<file path="src/rtl/ppdu_pkg.sv">
// Shared types and helpers for the 802.11a PPDU framer: frame states,
// SIGNAL/SERVICE field widths, RATE decoding and SIGNAL parity.
package ppdu_pkg;

  typedef enum logic [3:0] {
    ST_IDLE       = 4'd0,
    ST_PREAMBLE   = 4'd1,
    ST_SIG_RATE   = 4'd2,
    ST_SIG_RSVD   = 4'd3,
    ST_SIG_LENGTH = 4'd4,
    ST_SIG_PARITY = 4'd5,
    ST_SIG_TAIL   = 4'd6,
    ST_SERVICE    = 4'd7,
    ST_PSDU       = 4'd8,
    ST_DATA_TAIL  = 4'd9,
    ST_PAD        = 4'd10
  } state_e;

  localparam int unsigned RATE_BITS      = 4;
  localparam int unsigned LENGTH_BITS    = 12;
  localparam int unsigned SIG_TAIL_BITS  = 6;
  localparam int unsigned SERVICE_BITS   = 16;
  localparam int unsigned DATA_TAIL_BITS = 6;

  // Data bits per OFDM symbol; zero marks a RATE code that is not defined.
  function automatic logic [7:0] rate_to_ndbps(input logic [3:0] rate);
    case (rate)
      4'b1101: return 8'd24;
      4'b1111: return 8'd36;
      4'b0101: return 8'd48;
      4'b0111: return 8'd72;
      4'b1001: return 8'd96;
      4'b1011: return 8'd144;
      4'b0001: return 8'd192;
      4'b0011: return 8'd216;
      default: return 8'd0;
    endcase
  endfunction

  function automatic logic rate_illegal(input logic [3:0] rate);
    return (rate_to_ndbps(rate) == 8'd0);
  endfunction

  // Even parity over RATE, the reserved zero bit and LENGTH.
  function automatic logic signal_parity(input logic [3:0] rate, input logic [11:0] length);
    return ^{rate, 1'b0, length};
  endfunction

endpackage

</file>
<file path="src/rtl/ppdu_scrambler.sv">
// 802.11a data scrambler, x^7 + x^4 + 1; output is combinational from the
// current LFSR state so the scrambled bit can be registered by the framer.
module ppdu_scrambler (
  input  logic       Clock,
  input  logic       Reset,
  input  logic       load,
  input  logic [6:0] seed,
  input  logic       enable,
  input  logic       data_in,
  output logic       data_out
);

  logic [6:0] lfsr_r;
  logic       feedback_s;

  assign feedback_s = lfsr_r[6] ^ lfsr_r[3];
  assign data_out   = data_in ^ feedback_s;

  // LFSR state: load wins over advance
  always_ff @(posedge Clock) begin
    if (Reset) begin
      lfsr_r <= 7'd0;
    end else if (load) begin
      lfsr_r <= seed;
    end else if (enable) begin
      lfsr_r <= {lfsr_r[5:0], feedback_s};
    end else begin
      lfsr_r <= lfsr_r;
    end
  end

endmodule

</file>
<file path="src/rtl/ppdu_framer.sv">
// 802.11a PPDU framer: serialises preamble, SIGNAL and scrambled DATA one bit
// per clock, with RATE/LENGTH latched per frame and a stallable PSDU input.
module ppdu_framer
  import ppdu_pkg::*;
#(
  parameter int unsigned PREAMBLE_BITS  = 96,
  parameter logic [6:0]  SCRAMBLER_SEED = 7'b1011101
) (
  input  logic        Clock,
  input  logic        Reset,
  input  logic        Start,
  input  logic [3:0]  Rate,
  input  logic [11:0] Length,
  input  logic        Input,
  input  logic        InputValid,
  output logic        InputReady,
  output logic        Output,
  output logic        OutputValid,
  output logic        Busy,
  output logic        Done,
  output logic        Error
);

  localparam logic [14:0] PRE_LAST     = 15'(PREAMBLE_BITS - 1);
  localparam logic [14:0] RATE_LAST    = 15'(RATE_BITS - 1);
  localparam logic [14:0] LENGTH_LAST  = 15'(LENGTH_BITS - 1);
  localparam logic [14:0] SIGTAIL_LAST = 15'(SIG_TAIL_BITS - 1);
  localparam logic [14:0] SERVICE_LAST = 15'(SERVICE_BITS - 1);
  localparam logic [14:0] DTAIL_LAST   = 15'(DATA_TAIL_BITS - 1);

  state_e      state_r, state_n;
  logic [14:0] cnt_r, cnt_n;
  logic [7:0]  sym_r, sym_n, sym_next_s, ndbps_r;
  logic [3:0]  rate_r, rate_sh_s;
  logic [11:0] length_r, length_sh_s;
  logic [14:0] psdu_last_s;
  logic        sym_wrap_s;
  logic        out_bit_r, out_valid_r, busy_r, done_r, error_r;
  logic        emit_valid_s, raw_bit_s, use_scr_s, emit_bit_s, last_s, err_s;
  logic        load_fields_s, scr_load_s, scr_en_s, scr_out_s;

  assign rate_sh_s   = rate_r << cnt_r[1:0];
  assign length_sh_s = length_r >> cnt_r[3:0];
  assign psdu_last_s = {length_r, 3'b000} - 15'd1;
  assign sym_wrap_s  = (sym_r == (ndbps_r - 8'd1));
  assign sym_next_s  = sym_wrap_s ? 8'd0 : (sym_r + 8'd1);
  assign emit_bit_s  = use_scr_s ? scr_out_s : raw_bit_s;
  assign InputReady  = (state_r == ST_PSDU);

  ppdu_scrambler u_scrambler (
    .Clock    (Clock),
    .Reset    (Reset),
    .load     (scr_load_s),
    .seed     (SCRAMBLER_SEED),
    .enable   (scr_en_s),
    .data_in  (raw_bit_s),
    .data_out (scr_out_s)
  );

  // Next state, field counters and the bit emitted this cycle
  always_comb begin
    state_n       = state_r;
    cnt_n         = cnt_r;
    sym_n         = sym_r;
    emit_valid_s  = 1'b0;
    raw_bit_s     = 1'b0;
    use_scr_s     = 1'b0;
    scr_en_s      = 1'b0;
    scr_load_s    = 1'b0;
    load_fields_s = 1'b0;
    last_s        = 1'b0;
    err_s         = 1'b0;
    case (state_r)
      ST_IDLE: begin
        if (Start) begin
          if (rate_illegal(Rate) || (Length == 12'd0)) begin
            err_s = 1'b1;
          end else begin
            // first preamble bit leaves on the same edge that accepts Start
            load_fields_s = 1'b1;
            emit_valid_s  = 1'b1;
            raw_bit_s     = 1'b1;
            state_n       = ST_PREAMBLE;
            cnt_n         = 15'd1;
          end
        end else begin
          state_n = ST_IDLE;
        end
      end
      ST_PREAMBLE: begin
        emit_valid_s = 1'b1;
        raw_bit_s    = ~cnt_r[0];
        if (cnt_r == PRE_LAST) begin
          state_n = ST_SIG_RATE;
          cnt_n   = 15'd0;
        end else begin
          cnt_n = cnt_r + 15'd1;
        end
      end
      ST_SIG_RATE: begin
        emit_valid_s = 1'b1;
        raw_bit_s    = rate_sh_s[3];
        if (cnt_r == RATE_LAST) begin
          state_n = ST_SIG_RSVD;
          cnt_n   = 15'd0;
        end else begin
          cnt_n = cnt_r + 15'd1;
        end
      end
      ST_SIG_RSVD: begin
        emit_valid_s = 1'b1;
        state_n      = ST_SIG_LENGTH;
        cnt_n        = 15'd0;
      end
      ST_SIG_LENGTH: begin
        emit_valid_s = 1'b1;
        raw_bit_s    = length_sh_s[0];
        if (cnt_r == LENGTH_LAST) begin
          state_n = ST_SIG_PARITY;
          cnt_n   = 15'd0;
        end else begin
          cnt_n = cnt_r + 15'd1;
        end
      end
      ST_SIG_PARITY: begin
        emit_valid_s = 1'b1;
        raw_bit_s    = signal_parity(rate_r, length_r);
        state_n      = ST_SIG_TAIL;
        cnt_n        = 15'd0;
      end
      ST_SIG_TAIL: begin
        emit_valid_s = 1'b1;
        if (cnt_r == SIGTAIL_LAST) begin
          state_n    = ST_SERVICE;
          cnt_n      = 15'd0;
          sym_n      = 8'd0;
          scr_load_s = 1'b1;
        end else begin
          cnt_n = cnt_r + 15'd1;
        end
      end
      ST_SERVICE: begin
        emit_valid_s = 1'b1;
        use_scr_s    = 1'b1;
        scr_en_s     = 1'b1;
        sym_n        = sym_next_s;
        if (cnt_r == SERVICE_LAST) begin
          state_n = ST_PSDU;
          cnt_n   = 15'd0;
        end else begin
          cnt_n = cnt_r + 15'd1;
        end
      end
      ST_PSDU: begin
        if (InputValid) begin
          emit_valid_s = 1'b1;
          raw_bit_s    = Input;
          use_scr_s    = 1'b1;
          scr_en_s     = 1'b1;
          sym_n        = sym_next_s;
          if (cnt_r == psdu_last_s) begin
            state_n = ST_DATA_TAIL;
            cnt_n   = 15'd0;
          end else begin
            cnt_n = cnt_r + 15'd1;
          end
        end else begin
          state_n = ST_PSDU;
        end
      end
      ST_DATA_TAIL: begin
        // tail stays zero on the line but the scrambler keeps stepping
        emit_valid_s = 1'b1;
        scr_en_s     = 1'b1;
        sym_n        = sym_next_s;
        if (cnt_r == DTAIL_LAST) begin
          cnt_n = 15'd0;
          if (sym_wrap_s) begin
            state_n = ST_IDLE;
            last_s  = 1'b1;
          end else begin
            state_n = ST_PAD;
          end
        end else begin
          cnt_n = cnt_r + 15'd1;
        end
      end
      ST_PAD: begin
        emit_valid_s = 1'b1;
        use_scr_s    = 1'b1;
        scr_en_s     = 1'b1;
        sym_n        = sym_next_s;
        if (sym_wrap_s) begin
          state_n = ST_IDLE;
          last_s  = 1'b1;
        end else begin
          state_n = ST_PAD;
        end
      end
      default: begin
        state_n = ST_IDLE;
        cnt_n   = 15'd0;
      end
    endcase
  end

  // State, counters, latched frame fields and registered outputs
  always_ff @(posedge Clock) begin
    if (Reset) begin
      state_r     <= ST_IDLE;
      cnt_r       <= 15'd0;
      sym_r       <= 8'd0;
      rate_r      <= 4'd0;
      length_r    <= 12'd0;
      ndbps_r     <= 8'd0;
      out_bit_r   <= 1'b0;
      out_valid_r <= 1'b0;
      busy_r      <= 1'b0;
      done_r      <= 1'b0;
      error_r     <= 1'b0;
    end else begin
      state_r <= state_n;
      cnt_r   <= cnt_n;
      sym_r   <= sym_n;
      if (load_fields_s) begin
        rate_r   <= Rate;
        length_r <= Length;
        ndbps_r  <= rate_to_ndbps(Rate);
      end
      out_bit_r   <= emit_valid_s & emit_bit_s;
      out_valid_r <= emit_valid_s;
      busy_r      <= (state_n != ST_IDLE) || last_s;
      done_r      <= last_s;
      error_r     <= err_s;
    end
  end

  assign Output      = out_bit_r;
  assign OutputValid = out_valid_r;
  assign Busy        = busy_r;
  assign Done        = done_r;
  assign Error       = error_r;

endmodule
</file>
<file path="config.mk">
export PLATFORM = sky130hd
export DESIGN_NAME = ppdu_framer
export DESIGN_NICKNAME = d
export VERILOG_FILES = /design/src/rtl/ppdu_pkg.sv /design/src/rtl/ppdu_scrambler.sv /design/src/rtl/ppdu_framer.sv
export SDC_FILE = /design/constraint.sdc
export NUM_CORES = 1
export LEC_CHECK = 0
export ABC_AREA = 1
export BUFFER_PORTS_ARGS = -buffer_cell sky130_fd_sc_hd__buf_2
export CAP_MARGIN = 20
export CORE_AREA = 4 4 93 95
export DETAILED_ROUTE_END_ITERATION = 10
export DIE_AREA = 0 0 97 99
export GPL_ROUTABILITY_DRIVEN = 0
export PLACE_DENSITY_LB_ADDON = 0.05
export REMOVE_ABC_BUFFERS = 1
export SLEW_MARGIN = 10
export SYNTH_ARGS = -nofsm -noshare
export SYNTH_HDL_FRONTEND = slang
export SYNTH_SLANG_ARGS = --single-unit
export TNS_END_PERCENT = 30
</file>
<file path="constraint.sdc">
create_clock -name Clock -period 1.91 [get_ports Clock]
set_input_delay 0.573 -clock Clock [delete_from_list [all_inputs] [get_ports Clock]]
set_output_delay 0.573 -clock Clock [all_outputs]
set_load 0.01 [all_outputs]
</file>
### Yosys cells after proc, flatten, opt, wreduce, memory -nomap -nowiden

Memories as Yosys holds them, arrays and structs flattened. A register that Yosys moved wholly into a read port is not among the register bits.
Index checks and enable logic that the tools add are counted.
W data, S select, Z words.

* bits in registers: 63
* bits in latches: 0
* RAM bits: 0
* ROM bits: 192
* bits of input ports: 21
* output and inout bits: 6
* memories kept: 2

* add/sub/neg operators: 4
* multiply operators: 0
* divide/modulo/power cells: 0
* order comparisons: 0
* eq/ne operators: 21
* shift operators: 2
* multiplexer cells: 46
* bitwise gates (word level): 7
* reduce and logical (&&, ||, !) cells: 17

Memories
* (no name shown): depth 16, bits a word 6, rd ports 1, clocked after Yosys merged registers in 1, write ports 0, RTL line ppdu_pkg.sv:27 `case (rate)`
* (no name shown): depth 16, bits a word 6, rd ports 1, clocked after Yosys merged registers in 0, write ports 0, RTL line ppdu_pkg.sv:27

Operators with widths (number)
* $mux W15: 9
* $pmux W15 S8: 1
* $mux W4: 11
* $pmux W4 S11: 1
* $mux W8: 5
* $eq A15 B4 Y1 const B: 2
* $pmux W8 S3: 1
* $reduce_xor A17 Y1: 1
* $eq A4 B3 Y1 const B: 4
* $add A15 B1 Y15 const B: 1
* $eq A15 B15 Y1: 1
* $eq A15 B2 Y1 const B: 1
* $eq A15 B3 Y1 const B: 1
* $eq A15 B7 Y1 const B: 1
* $sub A15 B1 Y15 const B: 1
* $mux W7: 2
* $eq A4 B4 Y1 const B: 3
* $logic_not A12 Y1: 1
* $shr A12 B4 Y1: 1
* $mux W1: 11
* $reduce_or A9 Y1: 1
* $add A8 B1 Y8 const B: 1
* $eq A4 B2 Y1 const B: 2
* $eq A8 B8 Y1: 1
* other kinds (20): 33

### Logic depth before layout (Yosys ltp)

An unclocked memory read counts as a cell.

* depth in word-level cells: 11
* mapped depth: 17
* depth with buffers taken out: 17

### Hierarchy

A second synthesis with hierarchy kept.

* cells, all modules: 667
* area total of the unflattened synthesis: 4496.8 um^2

Modules (own cells, without submodules)
* ppdu_framer: instances 1, cells each 607, area an instance 4102.7 um^2, sequential area each 1081.0 um^2
* ppdu_scrambler: instances 1, cells each 60, area an instance 394.1 um^2, sequential area each 140.1 um^2

### Least setup slack after synthesis

Ideal clock, no wire load.

* path kind: reg-to-reg
* start: reg length_r[0]
* end: reg cnt_r[10]
* arrival: 1734 ps
* required time: 1775 ps
* path slack: 41 ps
* cell stages (with the launch flop): 15
* path buffers: 1
* clock period less this slack: 1869 ps
* cell sequence: dfxtp_1 -> inv_2 -> ha_1 -> xnor2_1 -> nor2_1 -> nand2_1 -> nor2_1 -> nand2_1 -> nor2_1 -> nand3_2 -> nand2_1 -> nand2_2 -> buf_6 -> nand3_1 -> a21oi_1

* cells in the longest elaborated chain, start to end: 5

Ends and longest elaborated chain
* from (decl): RTL line ppdu_framer.sv:35 `logic [11:0] length_r, length_sh_s;`
* from (signal assigned): RTL line ppdu_framer.sv:227 `length_r <= Length;`
* $sub A15 B1 Y15: RTL line ppdu_framer.sv:44 `assign psdu_last_s = {length_r, 3'b000} - 15'd1;`
* $eq A15 B15 Y1: RTL line ppdu_framer.sv:161 `if (cnt_r == psdu_last_s) begin`
* $mux W15: RTL line ppdu_framer.sv:161
* $mux W15: RTL line ppdu_framer.sv:155 `if (InputValid) begin`
* $pmux W15 S8: RTL line ppdu_framer.sv:73 `case (state_r)`
* to (signal assigned): RTL line ppdu_framer.sv:223 `cnt_r <= cnt_n;`
* to (decl): RTL line ppdu_framer.sv:32 `logic [14:0] cnt_r, cnt_n;`

Every way passes these cells. The select of a mux whose other input is x is not followed.
A chain may end at the register's enable or synchronous reset.

### Worst setup path after layout

* start: reg length_r[1]
* end: reg cnt_r[1]

The elaborated chain is that of the path after synthesis.

==> metrics <==
status completed; first-pass GRT wire length 18600 µm; fmax 524 MHz; antenna violations before repair 0; CTS tree yes; CTS root buf clkbuf_8; DPL Wire Length 8610 µm; Die X 97 µm; clock-pin slew on the worst setup and hold paths 0.07 ns; # DRC 0; Gate Count Post-Synth 648; Worst R2R Path Depth 13; post-route worst setup slack 0.000463 ns; io pins 27; Critical Path Sink cnt_r[1]; prevailing post-synth register cell dfxtp_1; Core Rows 32; dpl ws -0.202 ns; max_slew headroom 0.456; vias in the first global route 4042; clk sinks 61; delay of the slowest cell on the worst path 0.32 ns; drt first pass iters 5; cell family with most CP delay simple AND/OR/NAND/NOR gates; Worst setup SP type register; reg-to-reg critical path startpoint length_r[1]; Slew Viols, Final 0; Yosys warnings 0; Bufs and invs on worst path 1; Yosys top cell by area dfxtp_1; CP max-delay cell dfxtp_2; # diodes 0; mapped cell area 4280 µm²; Final Net Count 759; DR vias 4437; Synth area leaders dfxtp_1 29%, nand2_1 15%, a21oi_1 6.5%; crit end category register; setup repair after global routing missed its margin true; Non-Filler Instances 834; Async SR Flop Fraction 0; chip height 99 µm; Worst-Skew Late Latency 0.34 ns; Critical R2R Capture cnt_r[1]; critical path arrival 2.12 ns; Num CTS Buffers 9; Hold Buf Count CTS 0; CP Max Fanout 7; sequential share of the synthesized area 0.285; CP Class register to register; WP data required 2.12 ns; final instance area 5430 µm²; Power Dens Cells 603 nW/µm²; antenna-violating nets left 0; flops & latches, synth 61; post-placement cell count 812; HP Class register to register; wire length per cell 13.9 µm; die area 9600 µm²; Synth top area share 0.285; number of synthesized flops with an enable pin 0; launch point of the worst path length_r[1]; Initial Utilization 0.554; initial DRC count 215; post-route clock period utilization 1.00; Crit. path cell count 13; CTS H-tree lvls 3; measured slew at the worst slew-check pin 0.817 ns; Finish-stage setup viols 0; Avg Cell Area, Syn 6.61 µm²; worst vdd ir 0.521 mV; post-synthesis cell type count 45; GRT Total Usage 0.232; Final Skew 0.0104 ns; grt ovf 0; IO buf count 26; Static Leak 2.49 nW; area delta synth->final 26.9%; ratio of cells with drive above 1 in the final layout 0.309; drt total wl 11600 µm; largest net degree at the start of global routing 30; Min Hold Slack 0.474 ns; Placed Area 4870 µm²; Fin. Hold Viols 0; mean number of vias per cell 5.32; CP Cell Sequence buf_4 > nor2_2 > nand2_1 > nor2_1 > nand2_1 > nand3_1 > nand2_1 > nor2_1 > nand3_2 > nand2_4 > nand2_8 > nand3_2 > a21oi_1; Tmin final 1.91 ns; Crit path top cell by count nand2_1; R2R Setup Slk 0.0005 ns; # Max-Cap Violations 0; CTS Buffer Depth 2; core area 7730 µm²; Post-Route Utilization 0.703; Fill cells 662
layout make-up:
| cell class | count | area [µm²] | share of cell area |
|---|---|---|---|
| clock buffer | 12 | 165 | 0.0304 |
| clock inverter | 3 | 43.8 | 0.00806 |
| inverter | 88 | 338 | 0.0622 |
| multi-input combinational | 482 | 2890 | 0.532 |
| sequential | 61 | 1240 | 0.228 |
| tap | 102 | 128 | 0.0235 |
| timing repair buffer | 86 | 629 | 0.116 |
synthesized netlist by cell type, types with 10 or more instances:
master,n
a21oi_1,56
dfxtp_1,61
ha_1,10
inv_1,71
inv_2,14
nand2_1,166
nand3_1,45
nor2_1,55
nor3_1,11
o21ai_0,35
xnor2_1,10
xor2_1,23
flip-flops by register name (all words and copies together), names as in the netlist:
signal	count
Busy	1
Done	1
Error	1
Output	1
OutputValid	1
cnt_r	15
length_r	12
ndbps_r	6
rate_r	4
state_r	4
sym_r	8
u_scrambler.lfsr_r	7
placed cells by master (no fill, tap or decap), drive strengths merged:
cell type,netlist,layout
nor2,69,69
clkinv,1,3
ha,10,10
inv,87,87
nand4,7,7
or2,2,2
dfxtp,61,61
a211oi,3,3
nand2,173,174
clkbuf,7,12
nor3,17,17
o221a,1,1
o22ai,1,1
o211ai,5,5
a21oi,58,58
o221ai,1,1
xnor2,10,10
bufinv,0,1
buf,11,86
a31oi,4,4
o21ai,38,38
nand3b,1,1
xor2,23,23
nand3,52,52
nor4,4,4
and3,2,2
worst register-to-register path, stage by stage (launching register included):
cell	delay [ns]
dfxtp_2	0.32
buf_4	0.13
nor2_2	0.13
nand2_1	0.12
nor2_1	0.15
nand2_1	0.09
nand3_1	0.09
nand2_1	0.05
nor2_1	0.10
nand3_2	0.16
nand2_4	0.18
nand2_8	0.10
nand3_2	0.08
a21oi_1	0.07
worst min-delay path by stage:
stage	startpoint	to	slack [ns]	cells after the start
after global routing	u_scrambler.lfsr_r[4]	u_scrambler.lfsr_r[5]	0.50	2
after floorplan	u_scrambler.lfsr_r[4]	u_scrambler.lfsr_r[5]	0.44	2
final	u_scrambler.lfsr_r[5]	u_scrambler.lfsr_r[5]	0.47	2
after detailed placement	ndbps_r[3]	ndbps_r[3]	0.46	2
after global placement	u_scrambler.lfsr_r[4]	u_scrambler.lfsr_r[5]	0.45	2
after CTS	ndbps_r[3]	ndbps_r[3]	0.47	2
per-layer routing:
layer | part of all wire | vias up | GRT usage
met5 | 0 | - | 0
met4 | 0.020 | 0 | 0.0702
met3 | 0.049 | 27 | 0.0361
met2 | 0.45 | 134 | 0.380
met1 | 0.48 | 2019 | 0.317
li1 | - | 2257 | -
per-stage QoR:
step / setup TNS (ns) / total power, mW
after detailed placement: -5.37 / 1.99
after floorplan: -4.86 / 1.75
final: 0 / 3.28
after global routing: -1.34 / 3.43
after global placement: -4.67 / 1.97
after CTS: -0.0184 / 3.21
cell families after synthesis:
family	share of synthesized area
compound gates	0.141
fa+ha+maj	0.0292
simple gates	0.374
buf+inv	0.103
xor+xnor	0.0675
flops	0.285
power breakdown:
part	switching (mW)	total, mW	leakage, nW	internal [mW]
logic	0.404	0.713	1.88	0.309
registers	0.0276	1.34	0.501	1.31
clock network	0.521	1.22	0.108	0.703
repair_timing:
action | 4_1_cts | 5_1_grt
pin swaps | 3 | 24
gates cloned | 1 | 0
buffers inserted | 1 | 5
endpoints found under the setup margin | 23 | 32
resized for setup | 10 | 77
Note: power is estimated with default switching activity, not from simulation.
